<file path="config.mk">
export PLATFORM = sky130hd
export DESIGN_NAME = hk_sys_bus_arbiter_flat
export DESIGN_NICKNAME = d
export VERILOG_FILES = /design/src/rtl/hk_sys_bus_arbiter_if.sv /design/src/rtl/hk_sys_bus_arbiter.sv /design/src/flat_wrapper.sv
export SDC_FILE = /design/constraint.sdc
export NUM_CORES = 1
export LEC_CHECK = 0
export BUFFER_PORTS_ARGS = -buffer_cell sky130_fd_sc_hd__buf_2
export CORE_MARGIN = 4
export CORE_UTILIZATION = 57
export CTS_CLUSTER_SIZE = 25
export DETAILED_ROUTE_END_ITERATION = 12
export PLACE_DENSITY = 0.85
export SKIP_CTS_REPAIR_TIMING = 1
export SYNTH_ARGS = -nofsm -noshare
export SYNTH_HDL_FRONTEND = slang
export SYNTH_SLANG_ARGS = --single-unit
export TNS_END_PERCENT = 1
</file>
<file path="constraint.sdc">
create_clock -name clk_i -period 25.9 [get_ports clk_i]
set_input_delay 3.885 -clock clk_i [delete_from_list [all_inputs] [get_ports clk_i]]
set_output_delay 3.885 -clock clk_i [all_outputs]
set_load 0.005 [all_outputs]
</file>
<file path="src/rtl/hk_sys_bus_arbiter_if.sv">
// -----------------------------------------------------------------------------
// hk_sys_bus_arbiter_if
//   Bundles the request/response buses around the housekeeping bus arbiter:
//   two master-side request buses (m0 = PS AXI bridge, m1 = debug/scan master)
//   and the single slave-side bus to the ID/DNA/loopback register bank.
//
//   Handshake (same on every bus): a request is a single-cycle wen/ren pulse
//   with addr/wdata/sel valid in that same cycle. The response is a
//   single-cycle ack pulse; rdata and err are valid in the ack cycle. A
//   master issues a new request only after the previous one has been acked.
//   There is no ready/backpressure signal.
//
//   Modports:
//     slave  - the arbiter's view: takes master requests, returns master
//              responses, drives the slave request, takes the slave response.
//     master - the environment's view (masters plus the register bank), the
//              mirror image of 'slave'.
// -----------------------------------------------------------------------------
interface hk_sys_bus_arbiter_if #(
  parameter int AW = 32,
  parameter int DW = 32
);
  // master 0
  logic [AW-1:0] m0_addr;
  logic [DW-1:0] m0_wdata;
  logic [3:0]    m0_sel;
  logic          m0_wen;
  logic          m0_ren;
  logic [DW-1:0] m0_rdata;
  logic          m0_err;
  logic          m0_ack;
  // master 1
  logic [AW-1:0] m1_addr;
  logic [DW-1:0] m1_wdata;
  logic [3:0]    m1_sel;
  logic          m1_wen;
  logic          m1_ren;
  logic [DW-1:0] m1_rdata;
  logic          m1_err;
  logic          m1_ack;
  // slave
  logic [AW-1:0] s_addr;
  logic [DW-1:0] s_wdata;
  logic [3:0]    s_sel;
  logic          s_wen;
  logic          s_ren;
  logic [DW-1:0] s_rdata;
  logic          s_err;
  logic          s_ack;

  modport slave (
    input  m0_addr, m0_wdata, m0_sel, m0_wen, m0_ren,
    output m0_rdata, m0_err, m0_ack,
    input  m1_addr, m1_wdata, m1_sel, m1_wen, m1_ren,
    output m1_rdata, m1_err, m1_ack,
    output s_addr, s_wdata, s_sel, s_wen, s_ren,
    input  s_rdata, s_err, s_ack
  );

  modport master (
    output m0_addr, m0_wdata, m0_sel, m0_wen, m0_ren,
    input  m0_rdata, m0_err, m0_ack,
    output m1_addr, m1_wdata, m1_sel, m1_wen, m1_ren,
    input  m1_rdata, m1_err, m1_ack,
    input  s_addr, s_wdata, s_sel, s_wen, s_ren,
    output s_rdata, s_err, s_ack
  );
endinterface

</file>
<file path="src/rtl/hk_sys_bus_arbiter.sv">
// -----------------------------------------------------------------------------
// hk_sys_bus_arbiter
//   Shares the housekeeping register-bank slave between two masters. Each
//   master has a one-deep request buffer; buffered requests are granted
//   round-robin and forwarded one at a time. The response goes back to the
//   master that was granted. If the slave does not answer within TIMEOUT
//   WAIT cycles, the arbiter returns an error (rdata 0) to that master.
//
// Ports
//   clk_i      clock
//   rst_i      asynchronous reset, active high
//   bus        hk_sys_bus_arbiter_if.slave (m0_*, m1_*, s_* buses)
//   dbg_state  current FSM state (IDLE=0, ISSUE=1, WAIT=2)
//   stat_grant0/stat_grant1/stat_tmo  16-bit saturating counters for grants
//              to m0, grants to m1, and timeouts. These ports exist only when
//              HK_ARB_STATS_EN is defined.
//
// Optional feature macro: HK_ARB_STATS_EN
//
// Timing with an idle arbiter, for a slave that acks one cycle after the
// strobe: master strobe in cycle 0, slave strobe in cycle 2, slave ack in
// cycle 3, master ack in cycle 4.
// -----------------------------------------------------------------------------
module hk_sys_bus_arbiter #(
  parameter int AW      = 32,
  parameter int DW      = 32,
  parameter int TIMEOUT = 255
) (
  input  logic                  clk_i,
  input  logic                  rst_i,
  hk_sys_bus_arbiter_if.slave   bus,
  output logic [1:0]            dbg_state
`ifdef HK_ARB_STATS_EN
  ,
  output logic [15:0]           stat_grant0,
  output logic [15:0]           stat_grant1,
  output logic [15:0]           stat_tmo
`endif
);

  typedef enum logic [1:0] {IDLE = 2'd0, ISSUE = 2'd1, WAIT = 2'd2} state_t;

  state_t        state;
  logic          grant;       // master that owns the current transaction
  logic          last_grant;  // reset to 1 so that m0 wins the first tie
  logic [15:0]   tmo_cnt;
  logic [1:0]    pend;
  logic [AW-1:0] buf_addr  [2];
  logic [DW-1:0] buf_wdata [2];
  logic [3:0]    buf_sel   [2];
  logic [1:0]    buf_wen;
  logic [1:0]    buf_ren;

  logic [1:0]    stb;
  logic          grant_nxt;
  logic          tmo_fire;
  logic          rsp_fire;
  logic          rsp_err;
  logic [DW-1:0] rsp_rdata;

  assign dbg_state = state;
  assign stb = {bus.m1_wen | bus.m1_ren, bus.m0_wen | bus.m0_ren};

  // A slave response and a timeout in the same cycle resolve in favour of
  // the slave response, so tmo_fire requires that there is no ack or err.
  always_comb begin
    grant_nxt = (pend == 2'b11) ? ~last_grant : pend[1];
    tmo_fire  = (state == WAIT) && !(bus.s_ack | bus.s_err) &&
                (tmo_cnt == 16'(TIMEOUT - 1));
    rsp_fire  = (((state == ISSUE) || (state == WAIT)) && (bus.s_ack | bus.s_err))
                || tmo_fire;
    rsp_err   = bus.s_err | tmo_fire;
    rsp_rdata = tmo_fire ? '0 : bus.s_rdata;
  end

  always_ff @(posedge clk_i or posedge rst_i) begin
    if (rst_i) begin
      state        <= IDLE;
      grant        <= 1'b0;
      last_grant   <= 1'b1;
      tmo_cnt      <= '0;
      pend         <= '0;
      buf_wen      <= '0;
      buf_ren      <= '0;
      for (int i = 0; i < 2; i++) begin
        buf_addr[i]  <= '0;
        buf_wdata[i] <= '0;
        buf_sel[i]   <= '0;
      end
      bus.s_addr   <= '0;
      bus.s_wdata  <= '0;
      bus.s_sel    <= '0;
      bus.s_wen    <= 1'b0;
      bus.s_ren    <= 1'b0;
      bus.m0_rdata <= '0;
      bus.m0_err   <= 1'b0;
      bus.m0_ack   <= 1'b0;
      bus.m1_rdata <= '0;
      bus.m1_err   <= 1'b0;
      bus.m1_ack   <= 1'b0;
`ifdef HK_ARB_STATS_EN
      stat_grant0  <= '0;
      stat_grant1  <= '0;
      stat_tmo     <= '0;
`endif
    end else begin
      bus.m0_ack <= 1'b0;
      bus.m1_ack <= 1'b0;

      // Capture a strobe only into an empty buffer. A strobe that arrives
      // while the buffer is full is dropped and is never acked.
      if (stb[0] && !pend[0]) begin
        buf_addr[0]  <= bus.m0_addr;
        buf_wdata[0] <= bus.m0_wdata;
        buf_sel[0]   <= bus.m0_sel;
        buf_wen[0]   <= bus.m0_wen;
        buf_ren[0]   <= bus.m0_ren;
        pend[0]      <= 1'b1;
      end
      if (stb[1] && !pend[1]) begin
        buf_addr[1]  <= bus.m1_addr;
        buf_wdata[1] <= bus.m1_wdata;
        buf_sel[1]   <= bus.m1_sel;
        buf_wen[1]   <= bus.m1_wen;
        buf_ren[1]   <= bus.m1_ren;
        pend[1]      <= 1'b1;
      end

      case (state)
        IDLE: begin
          // Late slave acks that arrive in IDLE are ignored here.
          if (|pend) begin
            grant           <= grant_nxt;
            last_grant      <= grant_nxt;
            pend[grant_nxt] <= 1'b0;   // the granted master may queue again
            bus.s_addr      <= buf_addr[grant_nxt];
            bus.s_wdata     <= buf_wdata[grant_nxt];
            bus.s_sel       <= buf_sel[grant_nxt];
            bus.s_wen       <= buf_wen[grant_nxt];
            bus.s_ren       <= buf_ren[grant_nxt];
            state           <= ISSUE;
`ifdef HK_ARB_STATS_EN
            if (!grant_nxt && stat_grant0 != 16'hFFFF) stat_grant0 <= stat_grant0 + 16'd1;
            if ( grant_nxt && stat_grant1 != 16'hFFFF) stat_grant1 <= stat_grant1 + 16'd1;
`endif
          end
        end
        ISSUE, WAIT: begin
          // The strobe lasts exactly one cycle. Address and data stay held.
          bus.s_wen <= 1'b0;
          bus.s_ren <= 1'b0;
          if (rsp_fire) begin
            if (grant) begin
              bus.m1_ack   <= 1'b1;
              bus.m1_err   <= rsp_err;
              bus.m1_rdata <= rsp_rdata;
            end else begin
              bus.m0_ack   <= 1'b1;
              bus.m0_err   <= rsp_err;
              bus.m0_rdata <= rsp_rdata;
            end
            state <= IDLE;
          end else if (state == ISSUE) begin
            tmo_cnt <= '0;
            state   <= WAIT;
          end else begin
            tmo_cnt <= tmo_cnt + 16'd1;
          end
`ifdef HK_ARB_STATS_EN
          if (tmo_fire && stat_tmo != 16'hFFFF) stat_tmo <= stat_tmo + 16'd1;
`endif
        end
        default: state <= IDLE;
      endcase
    end
  end

endmodule
</file>
<file path="src/flat_wrapper.sv">
// flat-port wrapper written by rule: the top's interface ports become plain ports
module hk_sys_bus_arbiter_flat 
#(
  parameter int AW      = 32,
  parameter int DW      = 32,
  parameter int TIMEOUT = 255
)
  (clk_i, rst_i, dbg_state, bus_m0_addr, bus_m0_wdata, bus_m0_sel, bus_m0_wen, bus_m0_ren, bus_m0_rdata, bus_m0_err, bus_m0_ack, bus_m1_addr, bus_m1_wdata, bus_m1_sel, bus_m1_wen, bus_m1_ren, bus_m1_rdata, bus_m1_err, bus_m1_ack, bus_s_addr, bus_s_wdata, bus_s_sel, bus_s_wen, bus_s_ren, bus_s_rdata, bus_s_err, bus_s_ack);
  hk_sys_bus_arbiter_if #(.AW(AW), .DW(DW)) bus_i ();
  input  logic clk_i;
  input  logic rst_i;
  output logic [1:0] dbg_state;
  input wire logic [$bits(bus_i.m0_addr)-1:0] bus_m0_addr;
  input wire logic [$bits(bus_i.m0_wdata)-1:0] bus_m0_wdata;
  input wire logic [$bits(bus_i.m0_sel)-1:0] bus_m0_sel;
  input wire logic [$bits(bus_i.m0_wen)-1:0] bus_m0_wen;
  input wire logic [$bits(bus_i.m0_ren)-1:0] bus_m0_ren;
  output wire logic [$bits(bus_i.m0_rdata)-1:0] bus_m0_rdata;
  output wire logic [$bits(bus_i.m0_err)-1:0] bus_m0_err;
  output wire logic [$bits(bus_i.m0_ack)-1:0] bus_m0_ack;
  input wire logic [$bits(bus_i.m1_addr)-1:0] bus_m1_addr;
  input wire logic [$bits(bus_i.m1_wdata)-1:0] bus_m1_wdata;
  input wire logic [$bits(bus_i.m1_sel)-1:0] bus_m1_sel;
  input wire logic [$bits(bus_i.m1_wen)-1:0] bus_m1_wen;
  input wire logic [$bits(bus_i.m1_ren)-1:0] bus_m1_ren;
  output wire logic [$bits(bus_i.m1_rdata)-1:0] bus_m1_rdata;
  output wire logic [$bits(bus_i.m1_err)-1:0] bus_m1_err;
  output wire logic [$bits(bus_i.m1_ack)-1:0] bus_m1_ack;
  output wire logic [$bits(bus_i.s_addr)-1:0] bus_s_addr;
  output wire logic [$bits(bus_i.s_wdata)-1:0] bus_s_wdata;
  output wire logic [$bits(bus_i.s_sel)-1:0] bus_s_sel;
  output wire logic [$bits(bus_i.s_wen)-1:0] bus_s_wen;
  output wire logic [$bits(bus_i.s_ren)-1:0] bus_s_ren;
  input wire logic [$bits(bus_i.s_rdata)-1:0] bus_s_rdata;
  input wire logic [$bits(bus_i.s_err)-1:0] bus_s_err;
  input wire logic [$bits(bus_i.s_ack)-1:0] bus_s_ack;
  assign bus_i.m0_addr = bus_m0_addr;
  assign bus_i.m0_wdata = bus_m0_wdata;
  assign bus_i.m0_sel = bus_m0_sel;
  assign bus_i.m0_wen = bus_m0_wen;
  assign bus_i.m0_ren = bus_m0_ren;
  assign bus_m0_rdata = bus_i.m0_rdata;
  assign bus_m0_err = bus_i.m0_err;
  assign bus_m0_ack = bus_i.m0_ack;
  assign bus_i.m1_addr = bus_m1_addr;
  assign bus_i.m1_wdata = bus_m1_wdata;
  assign bus_i.m1_sel = bus_m1_sel;
  assign bus_i.m1_wen = bus_m1_wen;
  assign bus_i.m1_ren = bus_m1_ren;
  assign bus_m1_rdata = bus_i.m1_rdata;
  assign bus_m1_err = bus_i.m1_err;
  assign bus_m1_ack = bus_i.m1_ack;
  assign bus_s_addr = bus_i.s_addr;
  assign bus_s_wdata = bus_i.s_wdata;
  assign bus_s_sel = bus_i.s_sel;
  assign bus_s_wen = bus_i.s_wen;
  assign bus_s_ren = bus_i.s_ren;
  assign bus_i.s_rdata = bus_s_rdata;
  assign bus_i.s_err = bus_s_err;
  assign bus_i.s_ack = bus_s_ack;
  hk_sys_bus_arbiter #(.AW(AW), .DW(DW), .TIMEOUT(TIMEOUT)) u_core (.clk_i(clk_i), .rst_i(rst_i), .bus(bus_i), .dbg_state(dbg_state));
endmodule
</file>
=== Yosys cells after proc, flatten, opt, wreduce, memory -nomap -nowiden ===
Cells that the tools add are included.

* Add/subtract/negate cells: 1
* Order comparisons: 3
* Eq/ne operators: 6
* Mux-type cells: 36
* Bitwise logic cells: 10
* Reductions and logical operators: 21

{| class="wikitable"
|+ Operators with widths
! operator !! count
|-
| two-way mux 32 bit || 7
|-
| adder 16 x 1 -> 16 bit (second input constant) || 1
|-
| equality test 16 x 8 -> 1 bit (second input constant) || 1
|-
| two-way mux 1 bit || 16
|-
| two-way mux 16 bit || 1
|-
| two-way mux 4 bit || 3
|-
| two-way mux 2 bit || 5
|-
| AND reduction 2 bit || 4
|-
| logical AND 1 bit || 6
|-
| AND reduction 3 bit || 2
|-
| equality test 2 bit (second input constant) || 2
|-
| OR 1 bit || 4
|-
| one-hot mux 1 bit (2 select lines) || 2
|-
| one-hot mux 2 bit (2 select lines) || 1
|-
| OR reduction 2 bit || 2
|-
| zero test 1 bit || 3
|-
| inequality test 3 x 1 -> 1 bit (second input constant) || 1
|-
| NOT 1 bit || 3
|-
| bitwise AND 2 bit || 1
|-
| equality test 2 x 1 -> 1 bit (second input constant) || 1
|-
| greater-or-equal comparator 2 bit (second input constant) || 1
|-
| zero test 2 bit || 1
|-
| logical OR 1 bit || 2
|-
| < comparator 1 x 2 -> 1 bit (second input constant) || 1
|-
| 6 further kinds || 6
|}

* Bits in registers: 300
* Input bits: 176

=== Logic depth before layout (Yosys ltp) ===
Gate-level depths: netlist of the first run.

* Word-level depth: 10
* Depth in mapped cells: 9
* Mapped depth without buffers: 6

=== Worst setup path before layout of the first run ===
Ideal clock, no wire load.

* Path kind: in2reg
* From: in bus_s_ack
* To: reg u_core.tmo_cnt[12]
* Library setup time: 95 ps
* Arrival time: 5049 ps
* Setup slack: 20756 ps
* Cell stages on the path: 5
* Buffers on the path: 2
* Path through: or3b_1 or3_1 buf_2 buf_2 o31ai_1

* Cells in the longest elaborated chain, start to end: 7
* Elaborated cells between the ends (all ways): 8
* Classes of those cells: bitwise: 2; reduce/logical: 6

{| class="wikitable"
|+ RTL lines
! item !! RTL line !! text
|-
| from (decl) || flat_wrapper.sv:36 || <nowiki>input wire logic [$bits(bus_i.s_ack)-1:0] bus_s_ack;</nowiki>
|-
| OR 1 bit * || hk_sys_bus_arbiter.sv:68, hk_sys_bus_arbiter.sv:70 ||
|-
| zero test 1 bit || hk_sys_bus_arbiter.sv:68 || <nowiki>tmo_fire = (state == WAIT) && !(bus.s_ack | bus.s_err) &&</nowiki>
|-
| logical AND 1 bit (2 in a row) || hk_sys_bus_arbiter.sv:68 ||
|-
| logical OR 1 bit * || hk_sys_bus_arbiter.sv:71 || <nowiki>|| tmo_fire;</nowiki>
|-
| NOT 1 bit (no source line) * || - ||
|-
| AND reduction 2 bit (no source line) * || - ||
|-
| to (signal assigned) || hk_sys_bus_arbiter.sv:167 || <nowiki>tmo_cnt <= tmo_cnt + 16'd1;</nowiki>
|-
| to (decl) || hk_sys_bus_arbiter.sv:46 || <nowiki>logic [15:0] tmo_cnt;</nowiki>
|}

Every way passes the cells marked *; elsewhere a longest branch is shown, timed or not.
A chain may end at the register's enable or synchronous reset.

=== Worst setup path in the final report of the first run ===
* From: in bus_s_ack
* To: reg u_core.tmo_cnt[14]

The elaborated chain is that of the path after synthesis.

==> impl_metrics.tcl, run 1 <==
set metrics [dict create \
    ys.warnings.count 0 \
    crit_type "primary input to register" \
    setup.reg_to_reg.worst_slack_ns 22.86 \
    number_of_enable_type_register_cells_in_the_synthesized_netlist 0 \
    cpMaxStageDelayCell "or3b_1" \
    die_height_um 154.0 \
    top_layer "met5" \
    routed-wl-met2_mm 14.73 \
    synth_seq_area_share 0.6184 \
    tightestPinTransition_ns 1.365 \
    gp_routability_congestion 0.8232 \
    first_pass_iteration_count_of_the_detailed_router 5 \
    insertion_delay_to_the_later_sink_of_the_worst_skew_pair_ns 0.56 \
    post-route-min-period_ns 5.349 \
    total_number_of_placement_rows 53 \
    grt_pass1_vias 8998 \
    route.final.wire_length_mm 29.63 \
    timing.critical_path.slowest_cell_delay_ns 0.68 \
    placement.setup.worst_slack_ns 19.99 \
    ys_ff_latch 300 \
    detailroute.wirelength.met3_mm 2.702 \
    final-setup-viol-count 0 \
    critPathLaunchType "primary input" \
    antenna_left 0 \
    worstHoldPathCells 2 \
    avgSynthCellArea_um2 13.39 \
    min_to "u_core.bus.s_wdata[20]$_DFFE_PP0P_" \
    hp-class "register to register" \
    timing.rr.start "u_core.pend[1]$_DFF_PP0_" \
    grtUsageTotal 0.2463 \
    synthCells 907 \
    dominantRegCellSynth "dfrtp_1" \
    layout.area.seq_mm2 0.007508 \
    die_w_um 154.0 \
    synth_async_sr_flop_share 1.000 \
    rsz_0062_raised_after_global_routing "no" \
    beginning_of_the_worst_hold_path "u_core.bus.s_wdata[20]$_DFFE_PP0P_" \
    post_synth_num_cell_types 47 \
    multi_input_area_mm2 0.004362 \
    ctsRootBufferMaster "clkbuf_16" \
    max_slew_violations 0 \
    drt_first_iter_violations 677 \
    max_cap_viol_count 0 \
    cp.arrival_ns 5.77 \
    post-dp-hpwl_mm 19.59 \
    power_density_mw_per_mm2 134.2 \
    finalClockSkew_ns 0.02494 \
    finalNetCount 1380 \
    syn-num-nets 1090 \
    final.fill_count 1430 \
    grt.overflow.total 0 \
    cts_tree "built" \
    placement.io_buffers 315 \
    critPathRequiredTime_ns 26.32 \
    antenna_violations_before_repair 7 \
    r2r-end "u_core.bus.s_ren$_DFFE_PP0P_" \
    final_critical_path_setup_slack_ns 20.55 \
    fmaxAchievable_mhz 186.9 \
    rr_worst_depth 6 \
    area_growth_syn_to_layout_pct 22.65 \
    detail_route.wl_per_cell_um 19.80 \
    clk_pin_slew_worst_paths_ns 0.06 \
    run_status "finished clean" \
    core_mm2 0.02096 \
    fin_tns_setup_ns 0 \
    cts_buffers 30 \
    detail_route.drc_violations 0 \
    wire_length_of_the_first_global_routing_pass_mm 47.74 \
    initial_core_util 0.5794 \
    cts_num_sinks 300 \
    hold_viol_final 0 \
    vias 8564 \
    leading_cell_type_in_the_layout_fill_and_taps_excluded "buf_2" \
    max-vdd-ir-drop_uv 78.88 \
    post_synth_instance_area_mm2 0.01214 \
    drt-vias-per-instance 5.725 \
    most-common-layout-cells "buf_2 (315), dfrtp_1 (299), mux2_2 (142)" \
    design.die.area_mm2 0.02370 \
    crit_path_max_fanout 20 \
    series_of_cell_instances_along_the_critical_path "buf_2, or3b_1, or3_1, o41ai_1" \
    largest_net_degree_at_the_start_of_global_routing 162 \
    final_area_mm2 0.01489 \
    p_leak_nw 7.218 \
    timing.slew.headroom 0.08258 \
    fin_crit_sh 0.2065 \
    clock_path_buffers 3 \
    ios 316 \
    placed_cell_area_mm2 0.01391 \
    total_power_mw 1.999 \
    worstSetupEndpointType "register" \
    drive_gt1_frac 0.4299 \
    cts_max_level 1 \
    wirelength_met1_mm 11.44 \
]
[logic make-up (layout without fill, tap and decap cells)]
kind of cell             count (synthesis)  after routing  share of synthesized area
AO/OA/AOI/OAI                          197            197                     0.1127
adder cells (fa/ha/maj)                  7              7                   0.007213
other                                    0              2                          0
buffers and inverters                   74            386                    0.02638
AND/OR/NAND/NOR                        117            117                    0.04586
multiplexers                           212            212                     0.1894
flip-flops                             300            300                     0.6184
[how the worst max path moves through the flow]
stage / startpoint / end / slack, ns / cells past startpoint
6_report: bus_s_ack / u_core.tmo_cnt[14]$_DFFE_PP0P_ / 20.55 / 4
5_1_grt: bus_s_ack / u_core.tmo_cnt[14]$_DFFE_PP0P_ / 20.46 / 4
4_1_cts: bus_s_ack / u_core.tmo_cnt[14]$_DFFE_PP0P_ / 20.58 / 4
3_5_place_dp: bus_s_ack / u_core.tmo_cnt[14]$_DFFE_PP0P_ / 19.99 / 4
3_3_place_gp: bus_s_ack / u_core.tmo_cnt[10]$_DFFE_PP0P_ / 20.08 / 4
2_1_floorplan: rst_i / u_core.buf_addr[0]$_DFFE_PP0P_ / 13.73 / 1
[per-stage QoR]
step / util / instances / hold WS, ns
after floorplan: - / 907 / 0.4434
after global placement: 0.6637 / 1440 / 0.4574
after detailed placement: 0.6637 / 1440 / 0.4647
after CTS: 0.7104 / 1494 / 0.4783
after global routing: 0.7105 / 1495 / 0.5028
final: 0.7107 / 1496 / 0.4724
[routing by layer]
metal  track usage  vias up
met5             0        -
met2        0.4097      355
met3       0.07656       64
li1              -     3876
met1        0.3173     4259
met4       0.06434       10
[critical path, delay by kind of cell]
family	cells	cell delay [ns]
buf+inv	1	0.13
simple gates	2	1.33
compound gates	1	0.42
[area by class of cell]
| type | instances | share of cell area |
|---|---|---|
| diodes | 2 | 0.0003361 |
| inverters | 8 | 0.002521 |
| well taps | 275 | 0.02311 |
| flip-flops and latches | 300 | 0.5042 |
| clock inverters | 9 | 0.007478 |
| clock buffers | 45 | 0.05823 |
| multi-input cells | 533 | 0.2929 |
| repair buffers | 324 | 0.1112 |
[report_power, final]
part           total [mW]  switching [mW]  internal [mW]
combinational       0.738           0.369          0.369
clock               0.427           0.176          0.250
sequential          0.834           0.131          0.703
[state kept, by name (all words and copies together), names as in the netlist, 4 cells and up]
| signal | count |
|---|---|
| u_core.buf_addr | 64 |
| u_core.buf_wdata | 64 |
| u_core.bus.m0_rdata | 32 |
| u_core.bus.m1_rdata | 32 |
| u_core.bus.s_addr | 32 |
| u_core.bus.s_wdata | 32 |
| u_core.tmo_cnt | 16 |
| u_core.buf_sel | 8 |
| u_core.bus.s_sel | 4 |
[synthesized netlist by cell type, types with 2 or more instances]
| master | instances | area [µm²] |
|---|---|---|
| mux2_2 | 142 | 1599 |
| nand2_1 | 77 | 289.0 |
| a21oi_1 | 6 | 30.03 |
| inv_1 | 8 | 30.03 |
| a22o_1 | 65 | 569.3 |
| nor2_1 | 7 | 26.28 |
| o21bai_1 | 2 | 15.01 |
| o31ai_1 | 19 | 142.6 |
| and3_1 | 3 | 18.77 |
| nand4bb_1 | 2 | 22.52 |
| clkbuf_1 | 45 | 168.9 |
| buf_1 | 4 | 15.01 |
| a2bb2oi_1 | 3 | 26.28 |
| mux2i_1 | 70 | 700.7 |
| nand4_1 | 2 | 12.51 |
| o21ai_0 | 76 | 380.4 |
| or2_2 | 2 | 12.51 |
| o22ai_1 | 3 | 18.77 |
| o22a_1 | 2 | 17.52 |
| dfrtp_1 | 299 | 7482 |
| and4_1 | 3 | 26.28 |
| nor3_1 | 3 | 15.01 |
| nand3_1 | 6 | 30.03 |
| o41ai_1 | 3 | 26.28 |
| and2_1 | 5 | 31.28 |
| buf_2 | 13 | 65.06 |
| a31oi_1 | 5 | 31.28 |
| a41oi_1 | 5 | 43.79 |
| buf_6 | 3 | 33.78 |
| ha_1 | 7 | 87.58 |
Note: power is estimated with default switching activity, not from simulation.
==> run 2: changes to the inputs <==
Settings changed: ABC_AREA from default to 1, CORE_UTILIZATION 57 to 48, PLACE_DENSITY 0.85 to 0.76.
Clock period 25.9 ns to 4.39 ns, I/O delays scaled along.
==> impl_metrics.tcl, run 2 <==
set metrics [dict create \
    antenna_left 0 \
    synth_most_common_cell "nand2_1" \
    net_switching_power_mw 4.466 \
    tightestPinTransition_ns 1.136 \
    drt_first_iter_violations 995 \
    finalClockSkew_ns 0.01255 \
    core_mm2 0.02621 \
    critical_path.n_buffers_inverters 5 \
    fin_tns_setup_ns 0 \
    clk_pin_slew_worst_paths_ns 0.06 \
    p_sw_frac 0.3835 \
    die_w_um 171.7 \
    cts_tree "built" \
    crit_type "register to register" \
    comb_power_share 0.369 \
    p_leak_nw 8.120 \
    grt_pass1_vias 10919 \
    cpMaxStageDelayCell "dfrtp_1" \
    synth_async_sr_flop_share 1.000 \
    syn-num-nets 1599 \
    critical-path-top-delay-family "buffers and inverters" \
    timing.slew.headroom 0.2429 \
    ys_top_cells_by_area "dfrtp_1 (58%), nand2_1 (13%), o21ai_0 (8.5%)" \
    detail_route.drc_violations 0 \
    series_of_cell_instances_along_the_critical_path "inv_1, ha_1, buf_4, inv_1, nor2_1, inv_1, nand2_4, nand2_4, clkinv_4, nand2_1, nand2_1" \
    crit_path_max_fanout 38 \
    drt-vias-per-instance 5.334 \
    largest_net_degree_at_the_start_of_global_routing 124 \
    post_synth_instance_area_mm2 0.01286 \
    insertion_delay_to_the_later_sink_of_the_worst_skew_pair_ns 0.56 \
    clock_path_buffers 3 \
    leading_cell_type_in_the_layout_fill_and_taps_excluded "nand2_1" \
    synth_top_cells_by_count "nand2_1 (445), dfrtp_1 (299), o21ai_0 (218)" \
    critPathLaunchType "register" \
    post-dp-hpwl_mm 22.35 \
    critPathRequiredTime_ns 4.88 \
    design.die.area_mm2 0.02948 \
    post_synth_num_cell_types 29 \
    post-route-min-period_ns 2.819 \
    sequentialPowerShare 0.413 \
    power_density_mw_per_mm2 744.7 \
    cts_buffers 31 \
    wire_length_of_the_first_global_routing_pass_mm 56.07 \
    first_pass_iteration_count_of_the_detailed_router 6 \
    ctsRootBufferMaster "clkbuf_16" \
    hold_viol_final 0 \
    synth_fa_ha_area_frac 0.006809 \
    ys_ff_latch 300 \
    vias 10934 \
    cts_num_sinks 300 \
    synth_seq_area_share 0.5838 \
    max_cap_viol_count 0 \
    max-vdd-ir-drop_uv 443.9 \
    ios 316 \
    rsz_0062_raised_after_global_routing "no" \
    run_status "finished clean" \
    grt.overflow.total 0 \
    timing.critical_path.slowest_cell_delay_ns 0.43 \
    cts_max_level 1 \
    dominantRegCellSynth "dfrtp_1" \
    total_number_of_placement_rows 59 \
    fmaxAchievable_mhz 354.7 \
    drive_gt1_frac 0.2709 \
    area_growth_syn_to_layout_pct 21.59 \
    die_height_um 171.7 \
    synth_xor_area_frac 0.003405 \
    final-setup-viol-count 0 \
    most-common-layout-cells "nand2_1 (442), buf_2 (315), dfrtp_1 (299)" \
    max_slew_violations 0 \
    fin_crit_sh 0.6422 \
    final.fill_count 2277 \
    avgSynthCellArea_um2 9.084 \
    grtUsageTotal 0.2345 \
    synth_top_area_cell "dfrtp_1" \
    hp-class "primary input to async pin" \
    number_of_enable_type_register_cells_in_the_synthesized_netlist 0 \
    synth_mux_area_frac 0.05778 \
    synth_compound_gate_area_share 0.1027 \
    reg.largest.list "u_core.buf_addr x64, u_core.buf_wdata x64" \
    route.final.wire_length_mm 35.45 \
    cp.arrival_ns 3.31 \
    gp_routability_congestion 0.8634 \
    worstSetupEndpointType "register" \
    finalHoldWorstSlack_ns 0.1912 \
    cpMostUsedCell "inv_1" \
    placement.setup.worst_slack_ns 1.354 \
    finalNetCount 1877 \
    final_critical_path_setup_slack_ns 1.571 \
    antenna_violations_before_repair 9 \
    post_synth_and_or_nand_nor_area_fraction 0.1956 \
    clkPwrFrac 0.218 \
    synth.top_cell.area_share 0.5817 \
    ys.warnings.count 0 \
    intPower_mw 7.180 \
    initial_core_util 0.4908 \
    placement.io_buffers 315 \
    detail_route.wl_per_cell_um 17.29 \
    synthCells 1416 \
    dominant_combinational_cell_family_by_area_after_synthesis "simple AND/OR/NAND/NOR gates" \
]
## run 2: cell types whose count changed after synthesis, sizes merged, moves of 16 or more
| cell | change |
|---|---|
| a21oi | +31 |
| a22o | -65 |
| inv | +60 |
| mux2 | -76 |
| mux2i | -70 |
| nand2 | +371 |
| nand3 | +16 |
| nand4 | +39 |
| nor2 | +96 |
| o21ai | +146 |
| o31ai | -19 |
## run 2: final cells by class
type                    count  area, µm²  area share
diodes                      2      5.005   0.0003200
clock buffers              44      894.6     0.05720
clock inverters             8      78.83    0.005040
inverters                  72      279.0     0.01784
multi-input cells         959       4740      0.3031
flip-flops and latches    300       7508      0.4801
well taps                 335      419.2     0.02680
repair buffers            330       1714      0.1096
## run 2: per-stage QoR
stage | std cells | area [µm²] | total power [mW] | utilization
2_1_floorplan | 1416 | 12870 | 7.440 | -
3_3_place_gp | 1996 | 14660 | 8.958 | 0.5594
3_5_place_dp | 1996 | 14660 | 9.139 | 0.5594
4_1_cts | 2048 | 15630 | 11.71 | 0.5966
5_1_grt | 2050 | 15640 | 12.53 | 0.5968
6_report | 2050 | 15640 | 11.65 | 0.5968
## run 2: power by group through the flow
stage               Sequential, mW  Combinational, mW  Clock (mW)
finish                        4.81               4.30        2.54
global route                  4.95               4.88        2.69
CTS                           4.80               4.33        2.58
detailed placement            4.82               4.32           0
global placement              4.79               4.17           0
floorplan                     4.71               2.73           0
## run 2: logic make-up (layout without fill, tap and decap cells)
| kind of cell | count (synthesis) | after routing |
|---|---|---|
| AND/OR/NAND/NOR | 618 | 618 |
| flip-flops | 300 | 300 |
| AO/OA/AOI/OAI | 263 | 263 |
| buffers and inverters | 157 | 454 |
| multiplexers | 66 | 66 |
| adder cells (fa/ha/maj) | 7 | 7 |
| XOR/XNOR | 5 | 5 |
| other | 0 | 2 |
## run 2: final timing paths
path | startpoint | to | slack (ns) | cells past startpoint
max in group asynchronous | rst_i | u_core.buf_addr[22]$_DFFE_PP0P_ | 3.13 | 3
worst max-delay path | u_core.dbg_state[0]$_DFFE_PP0P_ | u_core.bus.m0_rdata[1]$_DFFE_PP0P_ | 1.57 | 11
worst min-delay path | rst_i | u_core.bus.s_wdata[25]$_DFFE_PP0P_ | 0.19 | 2
worst min register to register | u_core.buf_wdata[19]$_DFFE_PP0P_ | u_core.buf_wdata[19]$_DFFE_PP0P_ | 0.47 | 2
worst max register to register | u_core.dbg_state[0]$_DFFE_PP0P_ | u_core.bus.m0_rdata[1]$_DFFE_PP0P_ | 1.57 | 11
min in group clk_i | bus_m1_addr[25] | u_core.buf_addr[25]$_DFFE_PP0P_ | 0.29 | 3
## run 2: worst reg2reg max path: stages (launching register included)
cell and delay [ns]:
dfrtp_1 0.43, inv_1 0.11, ha_1 0.29, buf_4 0.37, inv_1 0.12, nor2_1 0.15, inv_1 0.10, nand2_4 0.33
nand2_4 0.34, clkinv_4 0.35, nand2_1 0.11, nand2_1 0.07
## run 2: per-layer routing
layer / GRT usage / part of all wire
met1: 0.3102 / 0.41
met2: 0.3900 / 0.48
met3: 0.06711 / 0.099
met4: 0.04891 / 0.012
met5: 0 / 0.0023
